`src/rtl/sha3_stream_sequencer_pkg.sv`:
```
// Shared types and constants for the SHA3 stream sequencer: modes, FSM states,
// per-mode rate/digest sizes and the SHA3 domain padding bytes.
package sha3_ctrl_pkg;

  localparam logic [7:0] PAD_FIRST = 8'h06;
  localparam logic [7:0] PAD_LAST  = 8'h80;

  typedef enum logic [1:0] {
    MODE_224 = 2'd0,
    MODE_256 = 2'd1,
    MODE_384 = 2'd2,
    MODE_512 = 2'd3
  } sha3_mode_e;

  typedef enum logic [1:0] {
    ABSORB  = 2'd0,
    PAD     = 2'd1,
    PERM    = 2'd2,
    SQUEEZE = 2'd3
  } seq_state_e;

  // Rate in 16-bit words: (1600 - 2*digest_bits) / 16.
  function automatic logic [6:0] rate_words(input sha3_mode_e m);
    logic [6:0] r;
    r = 7'd72;
    case (m)
      MODE_224: r = 7'd72;
      MODE_256: r = 7'd68;
      MODE_384: r = 7'd52;
      MODE_512: r = 7'd36;
    endcase
    return r;
  endfunction

  function automatic logic [5:0] out_words(input sha3_mode_e m);
    logic [5:0] o;
    o = 6'd14;
    case (m)
      MODE_224: o = 6'd14;
      MODE_256: o = 6'd16;
      MODE_384: o = 6'd24;
      MODE_512: o = 6'd32;
    endcase
    return o;
  endfunction

endpackage

```
`src/rtl/sha3_stream_sequencer_pad_word.sv`:
```
// Combinational generator of the word written into the rate: raw data for full
// beats, otherwise the data byte (if any) merged with SHA3 padding bytes.
module sha3_pad_word
  import sha3_ctrl_pkg::*;
#(
  parameter int IDX_W = 7
) (
  input  logic [15:0]      data,
  input  logic [1:0]       keep,
  input  logic [IDX_W-1:0] idx,
  input  logic [IDX_W-1:0] rate_w,
  input  logic             pad_started,
  output logic [15:0]      word
);

  logic [7:0] hi;
  logic [7:0] lo;
  logic       at_end;

  always_comb begin
    at_end = (idx == rate_w - IDX_W'(1));
    hi     = pad_started ? 8'h00 : PAD_FIRST;
    lo     = 8'h00;
    // A single data byte pushes the 0x06 into the low byte of the same word.
    if (keep[1]) begin
      hi = data[15:8];
      lo = pad_started ? 8'h00 : PAD_FIRST;
    end
    if (at_end) lo = lo | PAD_LAST;
    word = (keep == 2'b11) ? data : {hi, lo};
  end

endmodule

```
`src/rtl/sha3_stream_sequencer.sv`:
```
// Absorb/pad/permute/squeeze sequencer for a Keccak-f[1600] core on a 16-bit stream.
// Define SHA3_PERF_CNT_EN to add the saturating perm_count output.
module sha3_stream_sequencer
  import sha3_ctrl_pkg::*;
#(
  parameter int WIDTH = 16,
  parameter int IDX_W = 7
) (
  input  logic             ACLK,
  input  logic             ARESET,
  input  logic [1:0]       mode,
  input  logic [WIDTH-1:0] s_tdata,
  input  logic [1:0]       s_tkeep,
  input  logic             s_tvalid,
  input  logic             s_tlast,
  output logic             s_tready,
  output logic [WIDTH-1:0] blk_word,
  output logic [IDX_W-1:0] blk_idx,
  output logic             blk_we,
  output logic             perm_start,
  input  logic             perm_done,
  output logic             state_clr,
  output logic [4:0]       rd_idx,
  input  logic [WIDTH-1:0] rd_data,
  output logic [WIDTH-1:0] m_tdata,
  output logic             m_tvalid,
  input  logic             m_tready,
  output logic             m_tlast
`ifdef SHA3_PERF_CNT_EN
  ,
  output logic [31:0]      perm_count
`endif
);

  // Stream handshakes: a beat transfers on a rising edge where valid and ready
  // are both high; the source keeps data stable while valid is high and ready low.

  seq_state_e       state, state_nx;
  logic [IDX_W-1:0] word_cnt, word_cnt_nx;
  logic [4:0]       out_cnt, out_cnt_nx;
  logic             msg_active, msg_active_nx;
  sha3_mode_e       mode_q, mode_nx, cur_mode;
  logic             final_q, final_nx;
  logic             pad_pending, pad_pending_nx;
  logic             pad_started, pad_started_nx;
  logic             we_nx;
  logic [WIDTH-1:0] word_nx;
  logic [IDX_W-1:0] idx_nx;
  logic             start_req, start_req_nx;
  logic             clr_q, clr_nx;

  logic [IDX_W-1:0] rate_w;
  logic [IDX_W-1:0] rate_last;
  logic [4:0]       out_last;
  logic [1:0]       gen_keep;
  logic             gen_started;
  logic [WIDTH-1:0] pad_word;
  logic             s_hs;
  logic             at_rate_end;

  // The mode pin only matters on the first beat; afterwards the latched copy rules.
  assign cur_mode    = msg_active ? mode_q : sha3_mode_e'(mode);
  assign rate_w      = IDX_W'(rate_words(cur_mode));
  assign rate_last   = rate_w - IDX_W'(1);
  assign out_last    = 5'(out_words(cur_mode) - 6'd1);
  assign at_rate_end = (word_cnt == rate_last);

  assign gen_keep    = (state == PAD) ? 2'b00 : (s_tlast ? s_tkeep : 2'b11);
  assign gen_started = (state == PAD) && pad_started;

  sha3_pad_word #(.IDX_W(IDX_W)) u_pad_word (
    .data        (s_tdata),
    .keep        (gen_keep),
    .idx         (word_cnt),
    .rate_w      (rate_w),
    .pad_started (gen_started),
    .word        (pad_word)
  );

  assign s_tready  = (state == ABSORB) && !ARESET;
  assign s_hs      = s_tvalid && s_tready;
  assign m_tvalid  = (state == SQUEEZE);
  assign rd_idx    = out_cnt;
  assign m_tdata   = m_tvalid ? rd_data : '0;
  assign m_tlast   = m_tvalid && (out_cnt == out_last);
  assign state_clr = ARESET || clr_q;

  always_comb begin
    state_nx       = state;
    word_cnt_nx    = word_cnt;
    out_cnt_nx     = out_cnt;
    msg_active_nx  = msg_active;
    mode_nx        = mode_q;
    final_nx       = final_q;
    pad_pending_nx = pad_pending;
    pad_started_nx = pad_started;
    we_nx          = 1'b0;
    word_nx        = '0;
    idx_nx         = '0;
    start_req_nx   = 1'b0;
    clr_nx         = 1'b0;

    case (state)
      ABSORB: begin
        if (s_hs) begin
          if (!msg_active) begin
            msg_active_nx = 1'b1;
            mode_nx       = sha3_mode_e'(mode);
          end
          we_nx  = 1'b1;
          idx_nx = word_cnt;
          word_nx = pad_word;
          if (!s_tlast || s_tkeep == 2'b11) begin
            if (at_rate_end) begin
              // A full block that ends the message leaves a pure-padding block to follow.
              start_req_nx   = 1'b1;
              state_nx       = PERM;
              final_nx       = 1'b0;
              pad_pending_nx = s_tlast;
              pad_started_nx = 1'b0;
              word_cnt_nx    = '0;
            end else begin
              word_cnt_nx = word_cnt + IDX_W'(1);
              if (s_tlast) begin
                state_nx       = PAD;
                pad_started_nx = 1'b0;
              end
            end
          end else if (at_rate_end) begin
            start_req_nx = 1'b1;
            state_nx     = PERM;
            final_nx     = 1'b1;
            word_cnt_nx  = '0;
          end else begin
            state_nx       = PAD;
            pad_started_nx = 1'b1;
            word_cnt_nx    = word_cnt + IDX_W'(1);
          end
        end
      end
      PAD: begin
        we_nx          = 1'b1;
        idx_nx         = word_cnt;
        word_nx        = pad_word;
        pad_started_nx = 1'b1;
        if (at_rate_end) begin
          start_req_nx = 1'b1;
          state_nx     = PERM;
          final_nx     = 1'b1;
          word_cnt_nx  = '0;
        end else begin
          word_cnt_nx = word_cnt + IDX_W'(1);
        end
      end
      PERM: begin
        if (perm_done) begin
          if (final_q) begin
            state_nx   = SQUEEZE;
            out_cnt_nx = '0;
          end else if (pad_pending) begin
            state_nx       = PAD;
            pad_pending_nx = 1'b0;
          end else begin
            state_nx = ABSORB;
          end
        end
      end
      SQUEEZE: begin
        if (m_tready) begin
          if (out_cnt == out_last) begin
            clr_nx        = 1'b1;
            msg_active_nx = 1'b0;
            final_nx      = 1'b0;
            out_cnt_nx    = '0;
            state_nx      = ABSORB;
          end else begin
            out_cnt_nx = out_cnt + 5'd1;
          end
        end
      end
      default: state_nx = ABSORB;
    endcase
  end

  // perm_start trails the block's last write by one cycle so the core sees a complete rate.
  always_ff @(posedge ACLK) begin
    if (ARESET) begin
      state       <= ABSORB;
      word_cnt    <= '0;
      out_cnt     <= '0;
      msg_active  <= 1'b0;
      mode_q      <= MODE_224;
      final_q     <= 1'b0;
      pad_pending <= 1'b0;
      pad_started <= 1'b0;
      blk_we      <= 1'b0;
      blk_word    <= '0;
      blk_idx     <= '0;
      start_req   <= 1'b0;
      perm_start  <= 1'b0;
      clr_q       <= 1'b0;
    end else begin
      state       <= state_nx;
      word_cnt    <= word_cnt_nx;
      out_cnt     <= out_cnt_nx;
      msg_active  <= msg_active_nx;
      mode_q      <= mode_nx;
      final_q     <= final_nx;
      pad_pending <= pad_pending_nx;
      pad_started <= pad_started_nx;
      blk_we      <= we_nx;
      blk_word    <= word_nx;
      blk_idx     <= idx_nx;
      start_req   <= start_req_nx;
      perm_start  <= start_req;
      clr_q       <= clr_nx;
    end
  end

`ifdef SHA3_PERF_CNT_EN
  always_ff @(posedge ACLK) begin
    if (ARESET) begin
      perm_count <= '0;
    end else if (perm_start && perm_count != 32'hFFFF_FFFF) begin
      perm_count <= perm_count + 32'd1;
    end
  end
`endif

endmodule

```
`config.mk`:
```
export PLATFORM = sky130hd
export DESIGN_NAME = sha3_stream_sequencer
export DESIGN_NICKNAME = d
export VERILOG_FILES = /design/src/rtl/sha3_stream_sequencer_pkg.sv /design/src/rtl/sha3_stream_sequencer_pad_word.sv /design/src/rtl/sha3_stream_sequencer.sv
export SDC_FILE = /design/constraint.sdc
export NUM_CORES = 1
export LEC_CHECK = 0
export CORE_UTILIZATION = 38
export DETAILED_ROUTE_END_ITERATION = 6
export HOLD_SLACK_MARGIN = 0.03
export PLACE_DENSITY_LB_ADDON = 0.15
export REMOVE_ABC_BUFFERS = 1
export SETUP_SLACK_MARGIN = 0.02
export SYNTH_ARGS = -nofsm -noshare
export SYNTH_HDL_FRONTEND = slang
export SYNTH_SLANG_ARGS = --single-unit
```
`constraint.sdc`:
```
create_clock -name ACLK -period 2.05 [get_ports ACLK]
set_input_delay 0.205 -clock ACLK [delete_from_list [all_inputs] [get_ports ACLK]]
set_output_delay 0.205 -clock ACLK [all_outputs]
set_load 0.05 [all_outputs]
```
==> results.yml, run 1 <==
setup_path:
  timing.setup.critical_path_class: "flop to output pin"
  critical_path.endpoint_type: "output pin"
  rr_worst_depth: 7
  r2r-start: "msg_active"
  crit_required_ps: 1850
  startpoint_type: "flop"
  r2r_end: "pad_started"
  cp_max_fo: 4
  r2r_slack_ps: 80
  worst_ep_arrival_time_ps: 1850
timing:
  hold_violations: 0
  grt_setup_unrepaired: "yes"
  max_freq_mhz: 487
  worst_pin_slew_ps: 615
  setup_ws_ps: -3.56
  skew_ps: 8.68
  fin_setup_tns_ps: -3.56
  slew-limit-headroom_pct: 58.6
  min_period_ps: 2050
  min_period_over_period_pct: 100
  setup_violations: 1
  slew_viol_final: 0
synth:
  synthArstFlopShare_pct: 0
  synth.area.top_cells: "dfxtp_1 45%, and3_1 6.0%, and2_1 5.4%"
  syn_inst: 227
  synth_flop_cell: "dfxtp_1"
  yosysSeqAreaShare_pct: 45.3
  yosysMostFrequentCell: "dfxtp_1"
  synth_top_area_share_pct: 45.3
  synth_area_leader_cell: "dfxtp_1"
  synth_common_cells: "47 x dfxtp_1, 24 x nor2_1, 20 x and3_1"
  muxShareOfSynthArea_pct: 2.65
  synth.cell_area_um2: 2080
  synth_top_family_by_area: "simple AND/OR/NAND/NOR gates"
  synth_xor_area_share_pct: 5.90
  synth-simple-area-share_pct: 29.7
  synth_edf_count: 0
  syn_area_per_cell_um2: 9.16
  synth-seq-cells: 47
  synth_cell_types: 43
  synthAdderAreaFrac_pct: 1.20
  synth_compound_area_share_pct: 11.5
  yosysWarnings: 0
power_and_ir_drop:
  power.density_nw_per_um2: 572
  clockPowerShare_pct: 34.1
  p_int_mw: 1.50
  netSwitchingPower_mw: 0.538
  combPwrFrac_pct: 18.7
  max-vdd-ir-drop_mv: 0.364
  switching_share_pct: 26.4
  leakage_nw: 1.48
  power_frac_seq_pct: 47.2
min_path:
  min_from: "mode[1]"
  hold_depth: 3
  whs_endpoint: "mode_q[1]"
  hp-class: "input pin to flop"
clock_network:
  clkTransAtPathRegs_ps: 90
  cts_made_buffers: 5
  clock_sinks: 47
  cts_root_buffer: "clkbuf_8"
  cts_tree: "built"
  cts_buffer_depth: 2
  clk_latency_ps: 300
  htreeDepth: 2
  cts_hold_buffers: 0
drt:
  dr.pass1.iters: 4
  via_per_inst: 4.83
  drt-initial-drc-count: 61
  ant_nets: 0
  wirelength_mm: 5.19
  vias: 1965
  drc_errors: 0
  wl_per_cell_um: 12.7
grt:
  grt_overflow_total: 0
  grtUsageTotal_pct: 18.7
  antenna_found_initial: 0
  grt_pass1_vias: 1861
  grt_pass1_wl_mm: 8.80
  grt_max_degree: 17
floorplan:
  rows: 26
  io_pins: 92
  initial_utilization_pct: 40.2
  dieArea_um2: 5770
  die_y_um: 76.0
  coreArea_um2: 5170
  die_w_um: 76.0
finish:
  drive_above_1_share_pct: 21.1
  insertedDiodeCount: 0
  design_area_um2: 3560
  stdcell_count: 407
  nets: 380
  fin_util_pct: 68.8
  area_growth_pct: 71.3
placement:
  post-dp-hpwl_mm: 3.88
  place_inst: 395
  port_buffers: 91
  place.gp.congestion: 0.805
  dpl_cell_area_um2: 3350
  post-place-ws_ps: -74.7
run:
  maxCapViolCount: 0
outcome:
  violations: "setup timing"
  status: "finished with violations"
worst max-delay path by stage:
| stage | start | end | slack (ps) | depth (start not counted) |
|---|---|---|---|---|
| 2_1_floorplan | msg_active | m_tlast | -20 | 5 |
| 3_3_place_gp | mode[1] | pad_started | -30 | 7 |
| 3_5_place_dp | mode[1] | pad_started | -70 | 7 |
| 4_1_cts | msg_active | m_tlast | 30 | 7 |
| 5_1_grt | msg_active | m_tlast | -70 | 7 |
| 6_report | msg_active | m_tlast | -4 | 7 |
area by class of cell:
type                    instances  area [um^2]
repair buffers                112         1280
clock buffers                   5         68.8
well taps                      70         87.6
multi-input cells             166         1120
inverters                       4         15.0
fillers                       415         1610
flip-flops and latches         47          942
clock inverters                 3         46.3
kinds of logic (layout without fill, tap and decap cells):
family                     count (synthesis)  count (layout)
AOI/OAI and AO/OA                         36              36
xor gates and xnor gates                  14              14
adders and majority gates                  2               2
buffers and inverters                     14             124
DFF                                       47              47
muxes                                      5               5
and+or+nand+nor                          109             109
layout by cell type, fill, tap and decap left out, drive strengths merged, types with 6 or more instances in the layout:
cell	n
nand2	12
dfxtp	47
nand4	9
o21ai	6
a21oi	12
nor3	7
and2	18
buf	41
xor2	9
and3	20
clkdlybuf4s50	70
nor2	24
per-layer routing:
metal,part of all wire [%],vias to the layer above,GRT usage [%]
met5,0,-,0
met4,1.3,0,5.77
met3,5.3,8,4.58
met2,47,64,30.5
met1,46,888,24.2
li1,-,1005,-
sequential cells by signal, summed over array words and instances (netlist names), 2 cells and up:
signal    cells
blk_idx       7
blk_word     16
mode_q        2
rd_idx        5
state         2
word_cnt      7
power groups by stage:
| stage | clock (mW) | combinational, mW | sequential [mW] |
|---|---|---|---|
| after floorplan | 0 | 0.109 | 1.05 |
| after global placement | 0 | 0.358 | 0.980 |
| after detailed placement | 0 | 0.362 | 0.981 |
| after CTS | 0.709 | 0.371 | 0.960 |
| after global routing | 0.749 | 0.409 | 0.964 |
| final | 0.696 | 0.381 | 0.961 |
per-stage QoR:
stage               power [mW]  hold slack, ps
CTS                       2.04             436
global route              2.12             256
detailed placement        1.34             426
finish                    2.04             243
global placement          1.34             424
floorplan                 1.16             274
critical path, stage by stage (launching register included):
cell and delay, ps:
dfxtp_2 380, mux2i_2 250, buf_4 150, xor2_1 160, and3_4 240, nand3_4 90
nor2_4 130, buf_12 140
repair_timing:
| item | CTS | global route |
|---|---|---|
| pin swaps | 0 | 2 |
| setup buffers | 1 | 3 |
| setup endpoints to repair | 1 | 2 |
| gates resized for setup | 6 | 7 |
Power figures use the tool's default switching activity.
==> inputs of run 2 (changes only) <==
Settings changed: CORE_UTILIZATION 38 to 42.
Clock period 2.05 ns to 2.22 ns, I/O delays scaled along.
==> results.yml, run 2 (synthesized netlist as in run 1, its figures left out) <==
floorplan:
  die_y_um: 72.3
  coreArea_um2: 4750
  dieArea_um2: 5230
  die_w_um: 72.3
  rows: 25
  initial_utilization_pct: 43.7
  io_pins: 92
drt:
  dr.pass1.iters: 4
  route.met2.wl_mm: 2.06
  wl_per_cell_um: 11.9
  drt-initial-drc-count: 64
  wirelength_mm: 4.69
  ant_nets: 0
  wl_met1_mm: 2.27
  vias: 1928
  dr_wl_met3_um: 281
  via_per_inst: 4.91
  routed.top_layer: "met4"
  drc_errors: 0
finish:
  nets: 369
  drive_above_1_share_pct: 17.2
  final_common_cell: "clkdlybuf4s50_1"
  insertedDiodeCount: 0
  reg_top3: "blk_word: 16 flops, blk_idx: 7 flops, word_cnt: 7 flops"
  largest_register_ffs: 16
  largest_register: "blk_word"
  layout_common_cells: "71 x clkdlybuf4s50_1, 46 x dfxtp_1, 25 x buf_4"
  n_fill_cell: 407
  area_growth_pct: 55.5
power_and_ir_drop:
  power.total_mw: 1.85
  power.density_nw_per_um2: 571
  max-vdd-ir-drop_mv: 0.465
  leakage_nw: 1.37
setup_path:
  crit_required_ps: 2000
  timing.setup.critical_path_class: "flop to output pin"
  critical_path.endpoint_type: "output pin"
  worst_ep_arrival_time_ps: 1890
  startpoint_type: "flop"
  cp_max_fo: 9
timing:
  setup_violations: 0
  min_period_ps: 2110
  max_freq_mhz: 473
  min_period_over_period_pct: 95.2
  worst_pin_slew_ps: 609
  slew_viol_final: 0
  fin_setup_tns_ps: 0
  hold_violations: 0
  grt_setup_unrepaired: "no"
  slew-limit-headroom_pct: 59.0
  skew_ps: 6.97
clock_network:
  clkTransAtPathRegs_ps: 90
  cts_buffer_depth: 2
  clk_latency_ps: 300
  htreeDepth: 2
  clock_sinks: 47
  post_cts_buffers: 0
  cts_hold_buffers: 0
  cts_made_buffers: 5
  cts_root_buffer: "clkbuf_8"
  cts_tree: "built"
outcome:
  status: "completed"
min_path:
  hp-class: "flop to flop"
placement:
  post-dp-hpwl_mm: 3.50
  port_buffers: 91
  place.gp.congestion: 0.829
grt:
  grtUsageTotal_pct: 18.9
  grt_max_degree: 19
  grt_pass1_wl_mm: 7.70
  grt_overflow_total: 0
  grt_pass1_vias: 1687
  antenna_found_initial: 0
run:
  maxCapViolCount: 0
[run 2: changes by cell type in the layout (fill, tap and decap cells not counted), sizes merged]
cell / before / now
clkinv: 0 / 1
clkinvlp: 1 / 0
buf: 41 / 30
dlymetal6s2s: 1 / 0
clkdlybuf4s50: 70 / 71
[run 2: final timing paths]
| check | to | cells after the start | from | slack [ps] |
|---|---|---|---|---|
| worst min-delay path | perm_start | 1 | start_req | 440 |
| worst max register to register | pad_started | 6 | msg_active | 290 |
| worst max-delay path | m_tlast | 7 | msg_active | 110 |
| worst min register to register | perm_start | 1 | start_req | 440 |
[run 2: cell type report]
type	count	area, um^2	share of cell area [%]
Clock inverter	3	47.5	1.47
Inverter	4	15.0	0.465
Sequential cell	47	945	29.2
Timing Repair Buffer	101	998	30.9
Clock buffer	5	68.8	2.13
Tap cell	67	83.8	2.59
Multi-Input combinational cell	166	1070	33.2
[run 2: critical path: stages (launching register included)]
cell and delay [ps]:
dfxtp_4 410, mux2i_2 250, buf_4 140, xor2_1 140
and3_2 240, nand3_1 100, nor2_2 150, buf_12 150
[run 2: repair_timing]
item,CTS,global route
endpoints found under the hold margin,0,0
gates resized for setup,3,3
endpoints found under the setup margin,1,1
[run 2: through the flow]
step	std cells	setup slack (ps)	instance area (um^2)	hold slack, ps	util [%]
after floorplan	217	128	2010	291	-
after global placement	385	76.0	3100	419	65.1
after detailed placement	385	46.4	3100	429	65.1
after CTS	393	35.8	3220	451	67.7
after global routing	393	16.7	3230	456	68.0
final	393	106	3230	444	68.0
[run 2: per-layer routing]
| metal | up-vias | GRT usage [%] |
|---|---|---|
| met3 | 8 | 5.42 |
| met2 | 60 | 29.2 |
| met4 | 0 | 7.63 |
| met5 | - | 0 |
| li1 | 979 | - |
| met1 | 881 | 24.8 |
[run 2: power breakdown]
group / switching, mW / internal (mW)
logic: 0.161 / 0.158
clock network: 0.295 / 0.341
registers: 0.0217 / 0.870
==> inputs of run 3 (changes only) <==
Settings changed: GPL_ROUTABILITY_DRIVEN from default to 0.
==> results of run 3 <==
No change in the layout: final DEF, timing and power equal those of run 2.
